--- src/rtl/fft_pkg.sv ---
// fft_pkg: shared widths and Q4.8 constants for the 64-point FFT datapath
// (twiddle ROM, radix-2 butterfly, stage controller).
package fft_pkg;
   localparam int FFT_DW      = 16;
   localparam int FFT_TW      = 12;
   localparam int FFT_TW_FRAC = 8;
   localparam int Q48_ONE     = 256;

   // width of one complex sample (re and im packed side by side)
   function automatic int cplx_w(input int dw);
      return 2 * dw;
   endfunction

   // butterfly outputs carry two guard bits so a +/- b*W never wraps
   function automatic int bfly_ow(input int dw);
      return dw + 2;
   endfunction

   function automatic int prod_w(input int dw, input int tw);
      return dw + tw;
   endfunction
endpackage

--- src/rtl/fft_cmul_q48.sv ---
// fft_cmul_q48: two-stage complex multiply b*W with a Q4.8 twiddle, a carried alongside.
// FFT_BFLY_ROUND_EN: round-half-up before the shift; otherwise floor (truncating) shift.
module fft_cmul_q48
   import fft_pkg::*;
#(
   parameter int DW      = FFT_DW,
   parameter int TW      = FFT_TW,
   parameter int TW_FRAC = FFT_TW_FRAC
) (
   input  logic                 clk,
   input  logic                 rst_n,
   input  logic                 en1,
   input  logic                 en2,
   input  logic signed [DW-1:0] a_re,
   input  logic signed [DW-1:0] a_im,
   input  logic signed [DW-1:0] b_re,
   input  logic signed [DW-1:0] b_im,
   input  logic signed [TW-1:0] tw_cos,
   input  logic signed [TW-1:0] tw_sin,
   output logic signed [DW-1:0] a2_re,
   output logic signed [DW-1:0] a2_im,
   output logic signed [DW+1:0] bw_re,
   output logic signed [DW+1:0] bw_im
);
   localparam int PW = prod_w(DW, TW);
   localparam int SW = PW + 1;
   localparam int OW = bfly_ow(DW);
`ifdef FFT_BFLY_ROUND_EN
   localparam logic signed [SW-1:0] RND = SW'(1) << (TW_FRAC - 1);
`else
   localparam logic signed [SW-1:0] RND = '0;
`endif

   logic signed [PW-1:0] rc_q, rc_d, is_q, is_d, rs_q, rs_d, ic_q, ic_d;
   logic signed [DW-1:0] a1_re_q, a1_re_d, a1_im_q, a1_im_d;
   logic signed [DW-1:0] a2_re_q, a2_re_d, a2_im_q, a2_im_d;
   logic signed [SW-1:0] sum_re, sum_im;
   logic signed [OW-1:0] bw_re_q, bw_re_d, bw_im_q, bw_im_d;

   always_comb begin
      rc_d    = en1 ? PW'(b_re) * PW'(tw_cos) : rc_q;
      is_d    = en1 ? PW'(b_im) * PW'(tw_sin) : is_q;
      rs_d    = en1 ? PW'(b_re) * PW'(tw_sin) : rs_q;
      ic_d    = en1 ? PW'(b_im) * PW'(tw_cos) : ic_q;
      a1_re_d = en1 ? a_re : a1_re_q;
      a1_im_d = en1 ? a_im : a1_im_q;
      // one extra bit so the sum of two full products cannot wrap before the shift
      sum_re  = SW'(rc_q) - SW'(is_q) + RND;
      sum_im  = SW'(rs_q) + SW'(ic_q) + RND;
      bw_re_d = en2 ? OW'(sum_re >>> TW_FRAC) : bw_re_q;
      bw_im_d = en2 ? OW'(sum_im >>> TW_FRAC) : bw_im_q;
      a2_re_d = en2 ? a1_re_q : a2_re_q;
      a2_im_d = en2 ? a1_im_q : a2_im_q;
   end

   always_ff @(posedge clk or negedge rst_n) begin
      if (!rst_n) begin
         rc_q    <= '0;
         is_q    <= '0;
         rs_q    <= '0;
         ic_q    <= '0;
         a1_re_q <= '0;
         a1_im_q <= '0;
         bw_re_q <= '0;
         bw_im_q <= '0;
         a2_re_q <= '0;
         a2_im_q <= '0;
      end else begin
         rc_q    <= rc_d;
         is_q    <= is_d;
         rs_q    <= rs_d;
         ic_q    <= ic_d;
         a1_re_q <= a1_re_d;
         a1_im_q <= a1_im_d;
         bw_re_q <= bw_re_d;
         bw_im_q <= bw_im_d;
         a2_re_q <= a2_re_d;
         a2_im_q <= a2_im_d;
      end
   end

   assign a2_re = a2_re_q;
   assign a2_im = a2_im_q;
   assign bw_re = bw_re_q;
   assign bw_im = bw_im_q;
endmodule

--- src/rtl/fft_bfly_r2.sv ---
// fft_bfly_r2: 3-stage elastic radix-2 DIT butterfly, y0 = a + b*W, y1 = a - b*W.
// Rounding of b*W is selected by FFT_BFLY_ROUND_EN inside fft_cmul_q48.
module fft_bfly_r2
   import fft_pkg::*;
#(
   parameter int DW      = FFT_DW,
   parameter int TW      = FFT_TW,
   parameter int TW_FRAC = FFT_TW_FRAC
) (
   input  logic                 clk,
   input  logic                 rst_n,
   input  logic                 in_valid,
   output logic                 in_ready,
   input  logic signed [DW-1:0] a_re,
   input  logic signed [DW-1:0] a_im,
   input  logic signed [DW-1:0] b_re,
   input  logic signed [DW-1:0] b_im,
   input  logic signed [TW-1:0] tw_cos,
   input  logic signed [TW-1:0] tw_sin,
   output logic                 out_valid,
   input  logic                 out_ready,
   output logic signed [DW+1:0] y0_re,
   output logic signed [DW+1:0] y0_im,
   output logic signed [DW+1:0] y1_re,
   output logic signed [DW+1:0] y1_im
);
   localparam int OW = bfly_ow(DW);

   logic                 v1_q, v1_d, v2_q, v2_d, v3_q, v3_d;
   logic                 en1, en2, en3, ld1, ld2, ld3;
   logic signed [DW-1:0] a2_re, a2_im;
   logic signed [OW-1:0] bw_re, bw_im;
   logic signed [OW-1:0] y0_re_q, y0_re_d, y0_im_q, y0_im_d;
   logic signed [OW-1:0] y1_re_q, y1_re_d, y1_im_q, y1_im_d;

   // a stage may advance when it is empty or the stage after it advances
   always_comb begin
      en3     = ~v3_q | out_ready;
      en2     = ~v2_q | en3;
      en1     = ~v1_q | en2;
      ld1     = en1 & in_valid;
      ld2     = en2 & v1_q;
      ld3     = en3 & v2_q;
      v1_d    = en1 ? in_valid : v1_q;
      v2_d    = en2 ? v1_q : v2_q;
      v3_d    = en3 ? v2_q : v3_q;
      y0_re_d = ld3 ? OW'(a2_re) + bw_re : y0_re_q;
      y0_im_d = ld3 ? OW'(a2_im) + bw_im : y0_im_q;
      y1_re_d = ld3 ? OW'(a2_re) - bw_re : y1_re_q;
      y1_im_d = ld3 ? OW'(a2_im) - bw_im : y1_im_q;
   end

   always_ff @(posedge clk or negedge rst_n) begin
      if (!rst_n) begin
         v1_q    <= 1'b0;
         v2_q    <= 1'b0;
         v3_q    <= 1'b0;
         y0_re_q <= '0;
         y0_im_q <= '0;
         y1_re_q <= '0;
         y1_im_q <= '0;
      end else begin
         v1_q    <= v1_d;
         v2_q    <= v2_d;
         v3_q    <= v3_d;
         y0_re_q <= y0_re_d;
         y0_im_q <= y0_im_d;
         y1_re_q <= y1_re_d;
         y1_im_q <= y1_im_d;
      end
   end

   fft_cmul_q48 #(
      .DW      (DW),
      .TW      (TW),
      .TW_FRAC (TW_FRAC)
   ) u_cmul (
      .clk    (clk),
      .rst_n  (rst_n),
      .en1    (ld1),
      .en2    (ld2),
      .a_re   (a_re),
      .a_im   (a_im),
      .b_re   (b_re),
      .b_im   (b_im),
      .tw_cos (tw_cos),
      .tw_sin (tw_sin),
      .a2_re  (a2_re),
      .a2_im  (a2_im),
      .bw_re  (bw_re),
      .bw_im  (bw_im)
   );

   assign in_ready  = en1;
   assign out_valid = v3_q;
   assign y0_re     = y0_re_q;
   assign y0_im     = y0_im_q;
   assign y1_re     = y1_re_q;
   assign y1_im     = y1_im_q;
endmodule

--- config.mk ---
export PLATFORM = sky130hd
export DESIGN_NAME = fft_bfly_r2
export DESIGN_NICKNAME = d
export VERILOG_FILES = /design/src/rtl/fft_pkg.sv /design/src/rtl/fft_cmul_q48.sv /design/src/rtl/fft_bfly_r2.sv
export SDC_FILE = /design/constraint.sdc
export NUM_CORES = 2
export LEC_CHECK = 0
export BUFFER_PORTS_ARGS = -buffer_cell sky130_fd_sc_hd__buf_2
export CAP_MARGIN = 20
export CORE_UTILIZATION = 62
export DETAILED_ROUTE_END_ITERATION = 8
export GPL_TIMING_DRIVEN = 0
export PLACE_DENSITY = 0.8
export SLEW_MARGIN = 10
export SYNTH_ARGS = -nofsm -noshare
export SYNTH_HDL_FRONTEND = slang
export SYNTH_HIERARCHICAL = 1
export SYNTH_SLANG_ARGS = --single-unit
--- constraint.sdc ---
create_clock -name clk -period 5.76 [get_ports clk]
set_clock_uncertainty 0.1 [all_clocks]
set_input_delay 0.576 -clock clk [delete_from_list [all_inputs] [get_ports clk]]
set_output_delay 0.576 -clock clk [all_outputs]
set_load 0.02 [all_outputs]
# Word-level counts from Yosys, hierarchy flattened
# Index checks and enable logic that the tools add are counted.
[op_classes]
addsub = 6
multipliers = 4
bitwise = 9
[ops]
columns = ["cell", "n"]
rows = [
  ["16-bit by 12-bit multiplier with 26-bit output", 4],
  ["16-bit by 18-bit adder with 18-bit output", 2],
  ["16-bit by 18-bit subtractor with 18-bit output", 2],
  ["26-bit adder", 1],
  ["26-bit subtractor", 1],
  ["1-bit bitwise AND", 3],
  ["1-bit inverter", 3],
  ["1-bit bitwise OR", 3],
]
[totals]
register_bits = 279
in_bits = 92
output_inout_bits = 74
elab_cells = 36

# Longest topological paths before layout
[logic_depth]
word_depth = 5
depth_mapped = 21
depth_no_buf = 20

# Cells and area by module
# Netlist, hierarchy kept.
[by_module_without_submodules]
columns = ["mod", "instances", "cells_each", "area_per_inst_um2", "seq_area_each_um2"]
rows = [
  ["fft_cmul_q48", 1, 3824, 35676.7, 5104.9],
  ["fft_bfly_r2", 1, 739, 6182.2, 1826.8],
]

# Least setup slack after synthesis
# OpenSTA, ideal clock, no wires.
[synth_timing]
path_kind = "input -> register"
startpoint = "input port tw_sin[3]"
endpoint = "register u_cmul.rs_q[23]"
setup_time_ps = 125
t_arrival_ps = 5393
required_ps = 5535
slack_ps = 143
cell_stages = 19
n_path_buf = 1
cell_sequence = "clkbuf_1 -> nand2_1 -> fa_1 -> fa_1 -> fa_1 -> inv_1 -> fa_1 -> inv_1 -> fa_1 -> inv_1 -> ha_1 -> o21ai_0 -> a21oi_1 -> o41ai_2 -> a211o_1 -> a31oi_1 -> a31oi_1 -> xnor2_1 -> mux2_2"
[synth_via]
elab_chain_len = 1
[synth_lines]
columns = ["element", "line_no", "source"]
rows = [
  ["start: declaration", "fft_bfly_r2.sv:19", "input logic signed [TW-1:0] tw_sin,"],
  ["16-bit by 12-bit multiplier with 26-bit output", "fft_cmul_q48.sv:43", "rs_d = en1 ? PW'(b_re) * PW'(tw_sin) : rs_q;"],
  ["end signal: assignment", "fft_cmul_q48.sv:71", "rs_q <= rs_d;"],
  ["end: declaration", "fft_cmul_q48.sv:34", "logic signed [PW-1:0] rc_q, rc_d, is_q, is_d, rs_q, rs_d, ic_q, ic_d;"],
]
# No other way between the ends.
# A chain may end at the register's enable or synchronous reset.

# Final worst setup path
[layout_timing]
startpoint = "input port tw_cos[9]"
endpoint = "register u_cmul.ic_q[25]"
[layout_via]
elab_chain_len = 1
[layout_lines]
columns = ["element", "line_no", "source"]
rows = [
  ["start: declaration", "fft_bfly_r2.sv:18", "input logic signed [TW-1:0] tw_cos,"],
  ["16-bit by 12-bit multiplier with 26-bit output", "fft_cmul_q48.sv:44", "ic_d = en1 ? PW'(b_im) * PW'(tw_cos) : ic_q;"],
  ["end signal: assignment", "fft_cmul_q48.sv:72", "ic_q <= ic_d;"],
  ["end: declaration", "fft_cmul_q48.sv:34", ""],
]
# No other way between the ends.

==> results.json <==
{
  "status": "finished clean",
  "hold_path_startpoint": "in_valid",
  "fmax_mhz": 174,
  "synth_cells": 4563,
  "die_h_um": 262,
  "grt_pass1_vias": 33400,
  "final.fill_count": 5322,
  "async_flop_share_pct": 100,
  "dp_hpwl_mm": 101,
  "cts_num_sinks": 277,
  "clk_path_buf_depth": 3,
  "critPathMaxStageDelay_ns": 0.52,
  "endpoint_kind": "register",
  "maxCapViolCount": 0,
  "synth_seq_area_share_pct": 16.6,
  "yosys.cell_types.count": 94,
  "postSynthNetCount": 5671,
  "worst_slew_pin_slew_ns": 1.09,
  "grtUsageTotal_pct": 36.7,
  "clk_pin_slew_ns": 0.07,
  "finalCriticalPeriod_ns": 5.74,
  "crit_chain": "buf_2 -> buf_2 -> and2_1 -> fa_1 -> fa_1 -> fa_1 -> fa_1 -> inv_1 -> fa_1 -> inv_1 -> ha_1 -> a21o_1 -> a21o_1 -> a21oi_1 -> and2_1 -> a31oi_4 -> a311oi_2 -> xnor2_2 -> a21oi_1",
  "drc_errors": 0,
  "finalMaxSlewViolations": 0,
  "htree_levels": 1,
  "grt_antenna_before_repair": 5,
  "root_buffer": "clkbuf_16",
  "wl_mm": 124,
  "max_slew_margin_pct": 27.5,
  "worst_setup_path_start_kind": "input port",
  "dieArea_um2": 68600,
  "drive_gt1_share_pct": 12.4,
  "ant_nets": 0,
  "vias": 33000,
  "synth_edf_count": 0,
  "yosysWarnings": 6,
  "final_hold_viol_count": 0,
  "grt_pass1_wl_mm": 188,
  "postPlaceCellArea_um2": 43900,
  "crit_required_ns": 6.09,
  "critical_path_class": "in -> reg",
  "vias_per_cell": 5.84,
  "mostFrequentLayoutCell": "inv_1",
  "fp.coreArea_um2": 66300,
  "rr_endpoint": "u_cmul/rc_q[15]$_DFFE_PN0P_",
  "overflow": 0,
  "numCtsBuffers": 27,
  "syn_area_per_cell_um2": 9.17,
  "die_w_um": 262,
  "period_share_pct": 99.7,
  "holdCritPathClass": "in -> reg",
  "r2r_slack_ns": 1.42,
  "finalSetupViolations": 0,
  "grt_max_degree": 91,
  "area_growth_pct": 8.43,
  "slowest_stage": "fa_1",
  "design_area_um2": 45400,
  "clkLatencyLatePin_ns": 0.57,
  "min_to": "v1_q$_DFFE_PN0N_",
  "fp-row-count": 94,
  "ios": 166,
  "final_cell_mix": "inv_1 (926), fa_1 (676), nand2_1 (655)",
  "crit_path_frequent_cell": "fa_1",
  "ff2ff_path_depth": 10,
  "arrival_ns": 6.07,
  "synth_area_um2": 41900,
  "cts_tree": "yes",
  "hold_depth": 2,
  "drt_first_pass_iters": 8,
  "yosys_register_bits": 277,
  "nets": 5872,
  "path_max_fanout": 10,
  "wl_per_cell_um": 21.9,
  "synthFlopType": "dfrtp_1",
  "gp_congestion": 1.02,
  "reg2reg_from": "out_valid$_DFFE_PN0P_",
  "start_util_pct": 63.1,
  "portBuffers": 165,
  "drt-initial-drc-count": 3027
}
[cell families (layout without fill, tap and decap cells)]
kind of cell / after synthesis / after routing / synth area share [%]
buffers and inverters: 1138 / 1359 / 10.4
DFF: 277 / 277 / 16.6
muxes: 149 / 149 / 3.99
xor gates and xnor gates: 186 / 186 / 3.89
and+or+nand+nor: 1251 / 1251 / 13.9
adders and majority gates: 1016 / 1016 / 42.5
other: 0 / 8 / 0
AOI/OAI and AO/OA: 546 / 546 / 8.79
[Yosys cell counts (21+ instances only)]
master / count / area [um^2]
a211oi_1: 27 / 203
a21o_1: 54 / 405
a21oi_1: 116 / 581
and2_1: 227 / 1420
clkbuf_1: 175 / 657
dfrtp_1: 277 / 6930
fa_1: 676 / 13500
ha_1: 340 / 4250
inv_1: 927 / 3480
mux2_2: 136 / 1530
nand2_1: 655 / 2460
nand2b_1: 51 / 319
nand3_1: 34 / 170
nor2_1: 151 / 567
nor2b_1: 23 / 144
nor3_1: 28 / 140
o21a_1: 21 / 158
o21ai_0: 149 / 746
xnor2_1: 139 / 1220
xor2_1: 47 / 412
[through the flow]
| stage | hold slack [ns] | setup TNS [ns] | utilization, % | setup slack [ns] | instances |
|---|---|---|---|---|---|
| after global routing | 0.126 | -0.0100 | 68.4 | -0.0100 | 5651 |
| after CTS | 0.0960 | 0 | 68.0 | 0.000352 | 5647 |
| after detailed placement | 0.365 | -40.51 | 66.1 | -1.65 | 5595 |
| after global placement | 0.357 | -309.68 | 66.0 | -1.66 | 5592 |
| final | 0.119 | 0 | 68.4 | 0.0196 | 5656 |
| after floorplan | 0.180 | 0 | - | 0.143 | 4563 |
[registers in the layout (all words and copies together), names as in the netlist]
signal          count
y0_im              18
u_cmul/a1_im_q     16
v1_q                1
u_cmul/is_q        26
u_cmul/ic_q        26
u_cmul/rc_q        26
u_cmul/a1_re_q     16
u_cmul/a2_im       16
y1_im              17
v2_q                1
u_cmul/rs_q        26
u_cmul/a2_re       16
y1_re              17
u_cmul/bw_im       18
u_cmul/bw_re       18
out_valid           1
y0_re              18
[worst max path at each step]
stage               startpoint                          end  slack (ns)  cells past startpoint
finish               tw_cos[9]  u_cmul/ic_q[25]$_DFFE_PN0P_        0.02                     19
global route         tw_sin[3]  u_cmul/rs_q[25]$_DFFE_PN0P_       -0.01                     21
CTS                  tw_cos[0]  u_cmul/ic_q[25]$_DFFE_PN0P_      0.0004                     21
detailed placement   tw_sin[1]  u_cmul/rs_q[23]$_DFFE_PN0P_       -1.65                     21
global placement     tw_sin[1]  u_cmul/rs_q[25]$_DFFE_PN0P_       -1.66                     21
floorplan            tw_sin[3]  u_cmul/rs_q[23]$_DFFE_PN0P_        0.14                     19
[layer usage]
metal	vias up	share of wire, %	global-route usage (%)	routed length (um)
li1	14500	-	-	-
met1	16300	37	44.9	45200
met2	1829	46	58.2	56500
met3	447	11	9.69	13000
met4	0	7.2	22.6	8960
met5	-	0	0	0
[cell type report]
cell class / count / area, um^2 / share of cell area (%)
repair buffers: 172 / 983 / 2.17
well taps: 864 / 1080 / 2.38
plain buffers: 210 / 1180 / 2.59
multi-input cells: 3148 / 30800 / 67.8
clock buffers: 29 / 703 / 1.55
flip-flops and latches: 277 / 6930 / 15.3
diodes: 8 / 20.0 / 0.0441
inverters: 928 / 3490 / 7.68
clock inverters: 20 / 213 / 0.469
[what timing repair did]
item / CTS / global route
setup endpoints to repair: 35 / 27
pin swaps: 3 / 10
hold buffers: 1 / 0
gates resized for setup: 135 / 196
endpoints found under the hold margin: 54 / 0
buffers inserted: 2 / 1
[worst max-delay path: cells and delay by family]
| family | cells | cell delay [ns] |
|---|---|---|
| compound gates | 6 | 1.22 |
| xor+xnor | 1 | 0.26 |
| fa+ha+maj | 6 | 2.74 |
| buf+inv | 4 | 0.82 |
| simple gates | 2 | 0.43 |
Power is left out: the tool's default activity adds up to more than one toggle a clock period on the data nets, which glitch-free logic cannot reach.
